**src/rtl/reset_sequencer.sv**
```systemverilog
// reset_sequencer: PLL-lock qualification, staged peripheral/core reset release and reset-cause capture.
// Define WATCHDOG_EN to build the RUN-state watchdog; without it wdt_enable/wdt_kick are ignored.
module reset_sequencer #(
    parameter int HOLD_CYCLES = 16,
    parameter int STAGGER     = 4,
    parameter int WDT_WIDTH   = 24
) (
    input  logic       clk,
    input  logic       reset,
    input  logic       pll_locked_async,
    input  logic       sw_reset_req,
    input  logic       wdt_enable,
    input  logic       wdt_kick,
    output logic       periph_reset,
    output logic       core_reset,
    output logic       ready,
    output logic [1:0] reset_cause
);
    // state         | meaning
    // ST_WAIT_LOCK  | both resets held, waiting for synchronized lock
    // ST_HOLD       | lock seen, counting HOLD_CYCLES of uninterrupted lock
    // ST_REL_PERIPH | peripheral reset released, counting STAGGER before core
    // ST_RUN        | both resets released, ready high
    typedef enum logic [1:0] {
        ST_WAIT_LOCK  = 2'd0,
        ST_HOLD       = 2'd1,
        ST_REL_PERIPH = 2'd2,
        ST_RUN        = 2'd3
    } state_t;

    localparam int MAX_CNT = (HOLD_CYCLES > STAGGER) ? HOLD_CYCLES : STAGGER;
    localparam int CNT_W   = (MAX_CNT > 1) ? $clog2(MAX_CNT) : 1;

    localparam logic [CNT_W-1:0] HOLD_LAST = CNT_W'(HOLD_CYCLES - 1);
    localparam logic [CNT_W-1:0] STAG_LAST = CNT_W'(STAGGER - 1);

    localparam logic [1:0] CAUSE_POR  = 2'b00;
    localparam logic [1:0] CAUSE_LOCK = 2'b01;
    localparam logic [1:0] CAUSE_SW   = 2'b10;
    localparam logic [1:0] CAUSE_WDT  = 2'b11;

    state_t           state_q, state_d;
    logic [CNT_W-1:0] cnt_q, cnt_d;
    logic             sync1_q, locked_q;
    logic             periph_q, periph_d;
    logic             core_q, core_d;
    logic             ready_q, ready_d;
    logic [1:0]       cause_q, cause_d;
    logic             wdt_expire;

    always_ff @(posedge clk or negedge reset) begin
        if (!reset) begin
            sync1_q  <= 1'b0;
            locked_q <= 1'b0;
        end else begin
            sync1_q  <= pll_locked_async;
            locked_q <= sync1_q;
        end
    end

`ifdef WATCHDOG_EN
    logic [WDT_WIDTH-1:0] wdt_q, wdt_d;

    // A kick on the all-ones cycle suppresses the expiry and clears the count.
    assign wdt_expire = (state_q == ST_RUN) && wdt_enable && !wdt_kick && (wdt_q == '1);

    always_comb begin
        wdt_d = '0;
        if ((state_q == ST_RUN) && (state_d == ST_RUN) && wdt_enable && !wdt_kick) begin
            wdt_d = wdt_q + WDT_WIDTH'(1);
        end
    end

    always_ff @(posedge clk or negedge reset) begin
        if (!reset) begin
            wdt_q <= '0;
        end else begin
            wdt_q <= wdt_d;
        end
    end
`else
    logic unused_wdt;

    assign wdt_expire = 1'b0;
    assign unused_wdt = wdt_enable ^ wdt_kick ^ (WDT_WIDTH == 0);
`endif

    always_comb begin
        state_d  = state_q;
        cnt_d    = cnt_q;
        periph_d = periph_q;
        core_d   = core_q;
        ready_d  = ready_q;
        cause_d  = cause_q;

        case (state_q)
            ST_WAIT_LOCK: begin
                cnt_d    = '0;
                periph_d = 1'b1;
                core_d   = 1'b1;
                ready_d  = 1'b0;
                if (locked_q) begin
                    state_d = ST_HOLD;
                end
            end

            ST_HOLD: begin
                periph_d = 1'b1;
                core_d   = 1'b1;
                ready_d  = 1'b0;
                if (!locked_q) begin
                    state_d = ST_WAIT_LOCK;
                    cnt_d   = '0;
                end else if (cnt_q == HOLD_LAST) begin
                    state_d  = ST_REL_PERIPH;
                    periph_d = 1'b0;
                    cnt_d    = '0;
                end else begin
                    cnt_d = cnt_q + CNT_W'(1);
                end
            end

            ST_REL_PERIPH: begin
                if (!locked_q) begin
                    state_d  = ST_WAIT_LOCK;
                    periph_d = 1'b1;
                    cause_d  = CAUSE_LOCK;
                    cnt_d    = '0;
                end else if (cnt_q == STAG_LAST) begin
                    state_d = ST_RUN;
                    core_d  = 1'b0;
                    ready_d = 1'b1;
                    cnt_d   = '0;
                end else begin
                    cnt_d = cnt_q + CNT_W'(1);
                end
            end

            ST_RUN: begin
                cnt_d = '0;
                // Lock loss outranks watchdog, which outranks a software request.
                if (!locked_q) begin
                    state_d = ST_WAIT_LOCK;
                    cause_d = CAUSE_LOCK;
                end else if (wdt_expire) begin
                    state_d = ST_HOLD;
                    cause_d = CAUSE_WDT;
                end else if (sw_reset_req) begin
                    state_d = ST_HOLD;
                    cause_d = CAUSE_SW;
                end
                if (state_d != ST_RUN) begin
                    periph_d = 1'b1;
                    core_d   = 1'b1;
                    ready_d  = 1'b0;
                end
            end

            default: begin
                state_d  = ST_WAIT_LOCK;
                cnt_d    = '0;
                periph_d = 1'b1;
                core_d   = 1'b1;
                ready_d  = 1'b0;
            end
        endcase
    end

    always_ff @(posedge clk or negedge reset) begin
        if (!reset) begin
            state_q  <= ST_WAIT_LOCK;
            cnt_q    <= '0;
            periph_q <= 1'b1;
            core_q   <= 1'b1;
            ready_q  <= 1'b0;
            cause_q  <= CAUSE_POR;
        end else begin
            state_q  <= state_d;
            cnt_q    <= cnt_d;
            periph_q <= periph_d;
            core_q   <= core_d;
            ready_q  <= ready_d;
            cause_q  <= cause_d;
        end
    end

    assign periph_reset = periph_q;
    assign core_reset   = core_q;
    assign ready        = ready_q;
    assign reset_cause  = cause_q;

endmodule
```
**config.mk**
```make
export PLATFORM = sky130hd
export DESIGN_NAME = reset_sequencer
export DESIGN_NICKNAME = d
export VERILOG_FILES = /design/src/rtl/reset_sequencer.sv
export SDC_FILE = /design/constraint.sdc
export NUM_CORES = 1
export LEC_CHECK = 0
export BUFFER_PORTS_ARGS = -buffer_cell sky130_fd_sc_hd__clkbuf_2
export CAP_MARGIN = 20
export CORE_AREA = 2 2 48 50
export DETAILED_ROUTE_END_ITERATION = 16
export DIE_AREA = 0 0 50 52
export GPL_TIMING_DRIVEN = 0
export SETUP_SLACK_MARGIN = 0.5
export SLEW_MARGIN = 20
export SYNTH_ARGS = -nofsm -noshare
export SYNTH_HDL_FRONTEND = slang
export SYNTH_SLANG_ARGS = --single-unit
```
**constraint.sdc**
```tcl
create_clock -name clk -period 1.9 [get_ports clk]
set_input_delay 0.19 -clock clk [delete_from_list [all_inputs] [get_ports clk]]
set_output_delay 0.19 -clock clk [all_outputs]
set_load 0.01 [all_outputs]
```
## Yosys cells after proc, flatten, opt, wreduce, memory -nomap -nowiden

Cells that the tools add are included.
Widths: inputs -> output; s select.

- Equality and inequality tests: 14
- Add/sub/neg operators: 1
- Shift operators: 0
- Reduce and logical (&&, ||, !) cells: 8
- Multiplexer cells: 30
- Bitwise gates (word level): 0
- Order comparisons: 0
- Multiply operators: 0
- Divide/modulo/power cells: 0

Operator list:

| cell | count |
|---|---|
| $mux 2 | 11 |
| $mux 4 | 4 |
| $ne 2x2->1 const B | 6 |
| $pmux 4 s3 | 1 |
| $mux 1 | 9 |
| $ne 3x3->1 const B | 3 |
| $reduce_and 3->1 | 3 |
| $pmux 2 s4 | 1 |
| $pmux 1 s3 | 2 |
| $add 4x1->4 const B | 1 |
| $eq 2x2->1 const B | 2 |
| $eq 4x2->1 const B | 1 |
| $eq 4x4->1 const B | 1 |
| $pmux 1 s4 | 1 |
| $pmux 2 s2 | 1 |
| $reduce_or 2->1 | 2 |
| $eq 2x1->1 const B | 1 |
| $logic_not 2->1 | 1 |
| $reduce_and 2->1 | 1 |
| $reduce_bool 2->1 | 1 |

- Latch bits: 0
- Output and inout port bits: 5
- Bits in read-only memories: 0
- Input bits: 6
- Memory bits (writable): 0
- Bits in registers: 13
- Memories: 0

## Logic depth before layout (Yosys ltp)

Gate-level depths: netlist of run 1.

- Word-level depth: 6
- Gate-level depth with buffers: 4
- Mapped depth without buffers: 4

## Worst setup path after synthesis of run 1

Ideal clock, no wire load.

- Path kind: flip-flop to flip-flop
- From: reg cnt_q[0]
- To: reg cnt_q[0]
- Period minus slack after synthesis: 1.348 ns
- Data arrival time: 1.225 ns
- Stages on the path, launching flop included: 5
- Data required time: 1.776 ns
- Buffers on the path: 0
- Slack: 0.552 ns
- Path through: dfrtp_1 > ha_1 > or3b_4 > a32oi_2 > nor2_1

- Cells in the longest elaborated chain, start to end: 4
- Elaborated cells between the ends (all ways): 8
- Those cells by class: 1 x add/sub; 2 x eq/ne; 5 x mux

Ends and longest elaborated chain:

| element | line | RTL |
|---|---|---|
| start: declaration | 43 | `logic [CNT_W-1:0] cnt_q, cnt_d;` |
| start signal: assignment | 179 | `cnt_q <= cnt_d;` |
| $add 4x1->4 (tied with other cells) | 119, 135 |  |
| $mux 4, on equally long branches | 129, 114 |  |
| $mux 4, on equally long branches | 124, 111 |  |
| $pmux 4 s3 (*) | 96 | `case (state_q)` |
| net cnt_d[0] | 43 |  |

The timed path passes the listed nets; every way through them passes the cells marked *.
A chain may end at the register's enable or synchronous reset.

## Worst setup path in the final report of run 1

Ends and elaborated chain as after synthesis.

==> impl_metrics.toml, run 1 <==
[drt]
drt-pass1-iter-count = 4
vias = 428
via_per_inst = 4.60
first_iter_violations = 9
wl_um = 965
drc = 0
wire_per_inst_um = 10.4
ant_nets = 0

[floorplan]
die_w_um = 50
ios = 11
start_util = 0.277
row_count = 17
core-area_sq_um = 2110
fp.dieH_um = 52
dieArea_sq_um = 2600

[place]
io_buffers = 8
place_hpwl_um = 707
dp_slack_ns = 0.441
dp.cells = 88
gp_congestion = 0.697

[pwr]
powerDensity_nw_per_um2 = 670
seq_power_share = 0.597
pwr-share-clk = 0.345
netSwitchingPower_uw = 107
pwr-share-comb = 0.058
swShare = 0.222
internal_power_uw = 375
leakage_uw = 0.000323
worst_ir_drop_vdd_v = 0.000423

[logic_synthesis]
ys.warnings.count = 0
yosys-top-cells-area = "dfrtp_1 47%, dfstp_2 9.0%, xor2_1 3.0%, a32oi_2 2.8%, a21oi_1 2.6%"
ys_seq_area_frac = 0.561
yosys.area_share.xor_xnor = 0.0300
yosys_most_used_dff = "dfrtp_1"
ys_seq_elements = 13
synth_compound_area_frac = 0.173
yosysUniqueCellTypes = 26
synthesis.area_sq_um = 584
yosys-mux-area-fraction = 0.0171
syn_nets = 59
yosys.area_share.simple = 0.154
syn_area_per_cell_sq_um = 11.2
synthArstFlopShare = 1.00
synth_top_family_by_area = "compound AO/OA/AOI/OAI gates"
yosysTopAreaCellShare = 0.471
post-synth-top-count-cell = "dfrtp_1"
syn_inst = 52
synth_common_cells = "11 x dfrtp_1, 4 x nand2_1, 3 x a21oi_1, 3 x nand3_1, 3 x nor2_1"
yosys.area_share.adder = 0.0214
yosysTopAreaCell = "dfrtp_1"
synth-edff-count = 0

[global_routing]
use_met2 = 0.151
busiest_layer = "met2"
grt_util_met3 = 0.0259
grt_overflow = 0
grt_start_max_net_pins = 14
grt_use_met1 = 0.121
grt_pass1_vias = 413
grt_pass1_wl_um = 1860
antenna_found_initial = 0
grt.total_usage = 0.0951

[setup_path]
worstSetupPathType = "reg -> reg"
worst_setup_path_start_kind = "flop"
regToRegSetupSlack_ns = 0.53
required_ns = 2.05
path_max_fanout = 5
worst_ep_arrival_time_ns = 1.52
cp-end-kind = "flop"

[clock_network]
clk_latency_ns = 0.27
cts_tree = "built"
clk_pin_slew_ns = 0.07
cts_buffers = 3
cts_setup_buffers = 0
clkSinkCount = 13
cts_buffer_depth = 2
root_buffer = "clkbuf_4"
htree_levels = 1

[worst_hold_path]
min_path_type = "in -> reg"

[finish]
fill_cells = 211
diodes = 0
drive_gt1_frac = 0.323
fin_util = 0.342
finalNetCount = 73
area_delta_synth_final_pct = 23.1
final_cells = 93

[timing]
drv_slew = 0
worstMarginPinSlew_ns = 0.316
relSlewSlack = 0.789
period_share = 0.719
finalSetupTns_ns = 0
finalSetupViolCount = 0
fmax_mhz = 732
final-hold-violation-count = 0
rsz0062_at_grt = "true"
worst_slack_ns = 0.534
finalClockSkew_ns = 0.00323
period_needed_ns = 1.37

[job]
cap_violations = 0

[run_status]
status = "completed"
layout by cell type, fill, tap and decap left out, drive strengths merged, types with 2 or more instances in the layout:
cell	count
a21oi	3
buf	2
clkbuf	12
dfrtp	11
dfstp	2
inv	4
nand2	4
nand2b	2
nand3	3
nor2	3
o21ai	2
xor2	2
state kept, by name, summed over array words and instances (netlist names):
| name | flops |
|---|---|
| cnt_q | 4 |
| core_reset | 1 |
| locked_q | 1 |
| periph_reset | 1 |
| ready | 1 |
| reset_cause | 2 |
| state_q | 2 |
| sync1_q | 1 |
cell families (layout without fill, tap and decap cells):
group	count (synthesis)	after routing
adders and majority gates	1	1
and+or+nand+nor	16	16
xor gates and xnor gates	2	2
buffers and inverters	6	19
DFF	13	13
AOI/OAI and AO/OA	13	13
muxes	1	1
per-layer routing:
metal,up-vias,share of wire
li1,207,-
met1,205,0.47
met2,14,0.46
met3,2,0.050
met4,0,0.010
met5,-,0
path summary, 6_finish.rpt:
path                                   from             end  cells after the start
max                                cnt_q[0]        cnt_q[0]                      4
min                        pll_locked_async         sync1_q                      1
max reg2reg                        cnt_q[0]        cnt_q[0]                      4
min reg2reg                         sync1_q        locked_q                      0
max in group asynchronous             reset    periph_reset                      2
min in group asynchronous             reset  reset_cause[1]                      2
cell type report:
type	count	area, sq um	share of cell area
clock buffer	4	26.3	0.0365
tap	28	35.0	0.0487
multi-input combinational	33	255	0.355
sequential	13	328	0.456
buffer	2	10.0	0.0139
timing repair buffer	9	50.0	0.0696
inverter	4	15.0	0.0209
critical path, cell delays in order, from the launching register on:
cell	delay [ns]
dfrtp_1	0.40
ha_4	0.17
or3b_4	0.41
a32oi_4	0.19
nor2_1	0.07
through the flow:
stage	cell area (sq um)	hold WS, ns	total power (uW)
after global placement	659	0.0977	316
after floorplan	584	-0.106	304
after detailed placement	659	0.103	316
final	719	0.0233	482
after CTS	708	0.0189	486
after global routing	719	0.00325	512
power groups by stage:
| stage | Combinational (uW) | Sequential [uW] | Clock [uW] |
|---|---|---|---|
| 3_5_place_dp | 24.5 | 292 | 0 |
| 4_1_cts | 27.2 | 287 | 172 |
| 2_1_floorplan | 13.2 | 291 | 0 |
| 5_1_grt | 32.9 | 288 | 190 |
| 6_report | 28.0 | 287 | 166 |
| 3_3_place_gp | 24.2 | 292 | 0 |
timing repair:
item,4_1_cts,5_1_grt
gates cloned,0,0
resized for setup,2,1
setup endpoints to repair,4,4
hold buffers,1,0
hold endpoints to repair,11,0
pin swaps,2,1
Note: power is estimated with default switching activity, not from simulation.
==> run 2, diff against run 1 <==
==> constraint.sdc (replaced) <==
create_clock -name clk -period 1.1 [get_ports clk]
set_input_delay 0.11 -clock clk [delete_from_list [all_inputs] [get_ports clk]]
set_output_delay 0.11 -clock clk [all_outputs]
set_load 0.01 [all_outputs]
==> run 2 against run 1 <==
- the run now ends with negative setup slack left
- critical path depth unchanged
- non-clock buffer count increased by 7
- largest power group unchanged
- maximum frequency increased by 1.9%
- flip-flop and latch count unchanged
- clock power increased by 71%
- die area unchanged
==> impl_metrics.toml, run 2 (synthesis gave the netlist of run 1 again) <==
[drt]
wire_per_inst_um = 10.0
drt-pass1-iter-count = 1
vias = 443
drc = 0
wl_um = 1000
via_per_inst = 4.43
ant_nets = 0
first_iter_violations = 0

[worst_hold_path]
min_path_type = "in -> reg"

[global_routing]
grt_overflow = 0
antenna_found_initial = 0
grt_start_max_net_pins = 14
grt_pass1_wl_um = 2020
grt_pass1_vias = 469
grt.total_usage = 0.105

[clock_network]
clk_latency_ns = 0.27
htree_levels = 1
clkSinkCount = 13
root_buffer = "clkbuf_4"
cts_buffers = 3
clk_pin_slew_ns = 0.07
cts_buffer_depth = 2
cts_tree = "built"

[timing]
rsz0062_at_grt = "true"
relSlewSlack = 0.808
drv_slew = 0
period_share = 1.22
final-hold-violation-count = 0
finalClockSkew_ns = 0.00364
worst_slack_ns = -0.241
fmax_mhz = 746
worstMarginPinSlew_ns = 0.288
finalSetupViolCount = 9
holdWs_ns = 0.163
period_needed_ns = 1.34

[setup_path]
worstSetupPathType = "reg -> reg"
cp-end-kind = "flop"
worst_setup_path_start_kind = "flop"
worst_ep_arrival_time_ns = 1.50
path_max_fanout = 3
required_ns = 1.26

[finish]
final_cells = 100
layout_common_cells = "10 x dfrtp_1, 5 x buf_6, 5 x buf_4"
fin_util = 0.405
finalNetCount = 80
final_common_cell = "dfrtp_1"
largest_reg_flops = 4
fill_cells = 203
final_area_sq_um = 852
drive_gt1_frac = 0.486
diodes = 0
top_register = "cnt_q"
area_delta_synth_final_pct = 45.8

[place]
dp.cells = 88
place_hpwl_um = 719
io_buffers = 8
gp_congestion = 0.707
place_area_sq_um = 699
dp_slack_ns = -0.268

[floorplan]
dieArea_sq_um = 2600
core-area_sq_um = 2110
die_w_um = 50
row_count = 17
fp.dieH_um = 52
start_util = 0.277
ios = 11

[job]
cap_violations = 0

[run_status]
status = "finished with violations"
violations = "negative setup slack"

[pwr]
leakage_uw = 0.000380
powerDensity_nw_per_um2 = 989
worst_ir_drop_vdd_v = 0.000822
[run 2: worst paths after layout]
check,from,endpoint,slack (ns),cells after the start
worst max-delay path,cnt_q[0],cnt_q[0],-0.24,4
worst min-delay path,sw_reset_req,reset_cause[0],0.16,4
worst max register to register,cnt_q[0],cnt_q[0],-0.24,4
worst min register to register,sync1_q,locked_q,0.35,0
max in group asynchronous,reset,periph_reset,0.58,2
min in group asynchronous,reset,reset_cause[0],0.24,2
[run 2: layout make-up]
cell class / instances / area, sq um / share of cell area
plain buffers: 2 / 22.5 / 0.0264
repair buffers: 16 / 121 / 0.142
flip-flops and latches: 13 / 329 / 0.386
clock buffers: 4 / 26.3 / 0.0308
multi-input cells: 33 / 303 / 0.355
well taps: 28 / 35.0 / 0.0411
inverters: 4 / 15.0 / 0.0176
[run 2: metal layers]
metal / up-vias / global-route usage / wire (um)
met2: 8 / 0.182 / 494
met4: 0 / 0.0278 / 9
met5: - / 0 / 0
met3: 2 / 0.0460 / 47
met1: 213 / 0.118 / 449
li1: 220 / - / -
[run 2: worst max-delay path, stage by stage, from the launching register on]
cell and delay, ns:
dfrtp_1 0.39, ha_4 0.15, or3b_4 0.41, a32oi_4 0.20, nor2_1 0.08
[run 2: report_power, final]
group / switching (uW) / internal [uW]
combinational: 33.3 / 28.6
sequential: 10.0 / 487
clock: 143 / 141
total: 187 / 656
[run 2: repair_timing]
item / in CTS / in global routing
setup endpoints to repair: 16 / 18
hold buffers: 2 / 0
pin swaps: 3 / 4
setup buffers: 5 / 1
cloned: 0 / 0
gates resized for setup: 3 / 14
hold endpoints to repair: 13 / 0
[run 2: through the flow]
step	total power, uW	setup TNS [ns]
3_5_place_dp	554	-1.35
2_1_floorplan	532	-0.861
6_report	843	-1.53
5_1_grt	902	-2.05
3_3_place_gp	553	-1.23
4_1_cts	858	-1.36
==> run 3, diff against run 2 <==
--- a/config.mk
+++ b/config.mk
@@ -12,6 +12,7 @@
 export DIE_AREA = 0 0 50 52
 export GPL_TIMING_DRIVEN = 0
 export SETUP_SLACK_MARGIN = 0.5
+export SKIP_CTS_REPAIR_TIMING = 1
 export SLEW_MARGIN = 20
 export SYNTH_ARGS = -nofsm -noshare
 export SYNTH_HDL_FRONTEND = slang
==> run 3 against run 2 <==
- the flow finishes with violations (negative hold slack, negative setup slack)
- clock skew up 0.0028 ns
- register-to-register slack got worse by 0.05 ns
- count of clock-buffer cells in the layout did not move
- critical path type unchanged
- sequential share of layout area up 2.5 points
- critical path depth did not move
==> impl_metrics.toml, run 3 (synthesis gave the netlist of run 1 again) <==
[setup_path]
cp-end-kind = "flop"
path_cells = "ha_4 > or3b_4 > a32oi_2 > nor2_1"
slowest_delay_ns = 0.41
setup.worst_path.start = "cnt_q[0]"
r2r_end = "cnt_q[0]"
cp-endpoint = "cnt_q[0]"
slowest_stage = "or3b_4"
worst_r2r_path_depth = 4
worst_ep_arrival_time_ns = 1.55
required_ns = 1.25
worstSetupPathType = "reg -> reg"
path_max_fanout = 5
worst_setup_path_start_kind = "flop"
r2r-start = "cnt_q[0]"
regToRegSetupSlack_ns = -0.29

[global_routing]
antenna_found_initial = 0
use_met2 = 0.156
grt_start_max_net_pins = 14
grt.total_usage = 0.0960
grt_pass1_vias = 420
grt_overflow = 0
grt_use_met1 = 0.112
grt_pass1_wl_um = 1840
busiest_layer = "met2"
grt_util_met3 = 0.0460

[place]
place_hpwl_um = 719
io_buffers = 8
dp_slack_ns = -0.268
gp_congestion = 0.707

[clock_network]
root_buffer = "clkbuf_4"
clk_pin_slew_ns = 0.08
htree_levels = 1
clk_latency_ns = 0.27
cts_buffer_depth = 2
cts_tree = "built"
cts_buffers = 3
clkSinkCount = 13

[floorplan]
dieArea_sq_um = 2600
die_w_um = 50
start_util = 0.277
core-area_sq_um = 2110
fp.dieH_um = 52
row_count = 17
ios = 11

[timing]
period_share = 1.27
worst_slack_ns = -0.292
period_needed_ns = 1.39
rsz0062_at_grt = "true"
finalSetupViolCount = 6
finalClockSkew_ns = 0.00639
fmax_mhz = 719
finalSetupTns_ns = -1.51
holdWs_ns = -0.285
drv_slew = 0
worstMarginPinSlew_ns = 0.323
final-hold-violation-count = 13
relSlewSlack = 0.785

[drt]
vias = 435
drc = 0
drt-pass1-iter-count = 4
wire_per_inst_um = 10.5
via_per_inst = 4.39
first_iter_violations = 6
ant_nets = 0
wl_um = 1040

[job]
cap_violations = 0

[finish]
largest_reg_flops = 4
drive_gt1_frac = 0.465
diodes = 0
finalNetCount = 79
top_register = "cnt_q"
area_delta_synth_final_pct = 37.0
final_common_cell = "dfrtp_1"
layout_common_cells = "10 x dfrtp_1, 5 x buf_6, 4 x buf_2, 4 x buf_4"

[pwr]
powerDensity_nw_per_um2 = 1040
leakage_uw = 0.000370
worst_ir_drop_vdd_v = 0.000768
finalPower_uw = 836

[worst_hold_path]
min_path_type = "in -> async"

[run_status]
violations = "negative hold slack, negative setup slack"
status = "finished with violations"
==> run 3: worst min path at each step <==
stage,start,endpoint,cells after the start
3_3_place_gp,reset,cnt_q[3],1
5_1_grt,reset,cnt_q[0],1
2_1_floorplan,reset,cnt_q[0],0
6_report,reset,reset_cause[0],1
4_1_cts,reset,cnt_q[2],1
3_5_place_dp,reset,cnt_q[3],1
==> run 3: cell type report <==
class                      count  area, sq um
buffer                         2         22.5
clock buffer                   4         26.3
fill                         204         1310
inverter                       4         15.0
multi-input combinational     33          264
sequential                    13          329
tap                           28         35.0
timing repair buffer          15          109
==> run 3: worst max-delay path, delay by kind of cell, from the launching register on <==
kind	cells	cell delay, ns
simple gates	2	0.49
flops	1	0.40
compound gates	1	0.22
fa+ha+maj	1	0.17
==> run 3: routing by layer <==
layer,wire length (um),up-vias
li1,-,216
met1,503,209
met2,482,8
met3,40,2
met4,11,0
met5,0,-
==> run 3: report_power, final <==
part	total, uW	leakage [uW]	switching (uW)	internal, uW
Combinational	51.7	0.000195	29.5	22.2
Sequential	497	0.000160	9.53	487
Clock	288	0.0000150	147	141
Total	836	0.000370	186	650
==> run 3: metrics by stage <==
| stage | cell area (sq um) | util | std cells |
|---|---|---|---|
| 2_1_floorplan | 624 | - | 52 |
| 3_3_place_gp | 699 | 0.332 | 88 |
| 6_report | 801 | 0.380 | 99 |
| 3_5_place_dp | 699 | 0.332 | 88 |
| 4_1_cts | 726 | 0.345 | 92 |
| 5_1_grt | 801 | 0.380 | 99 |
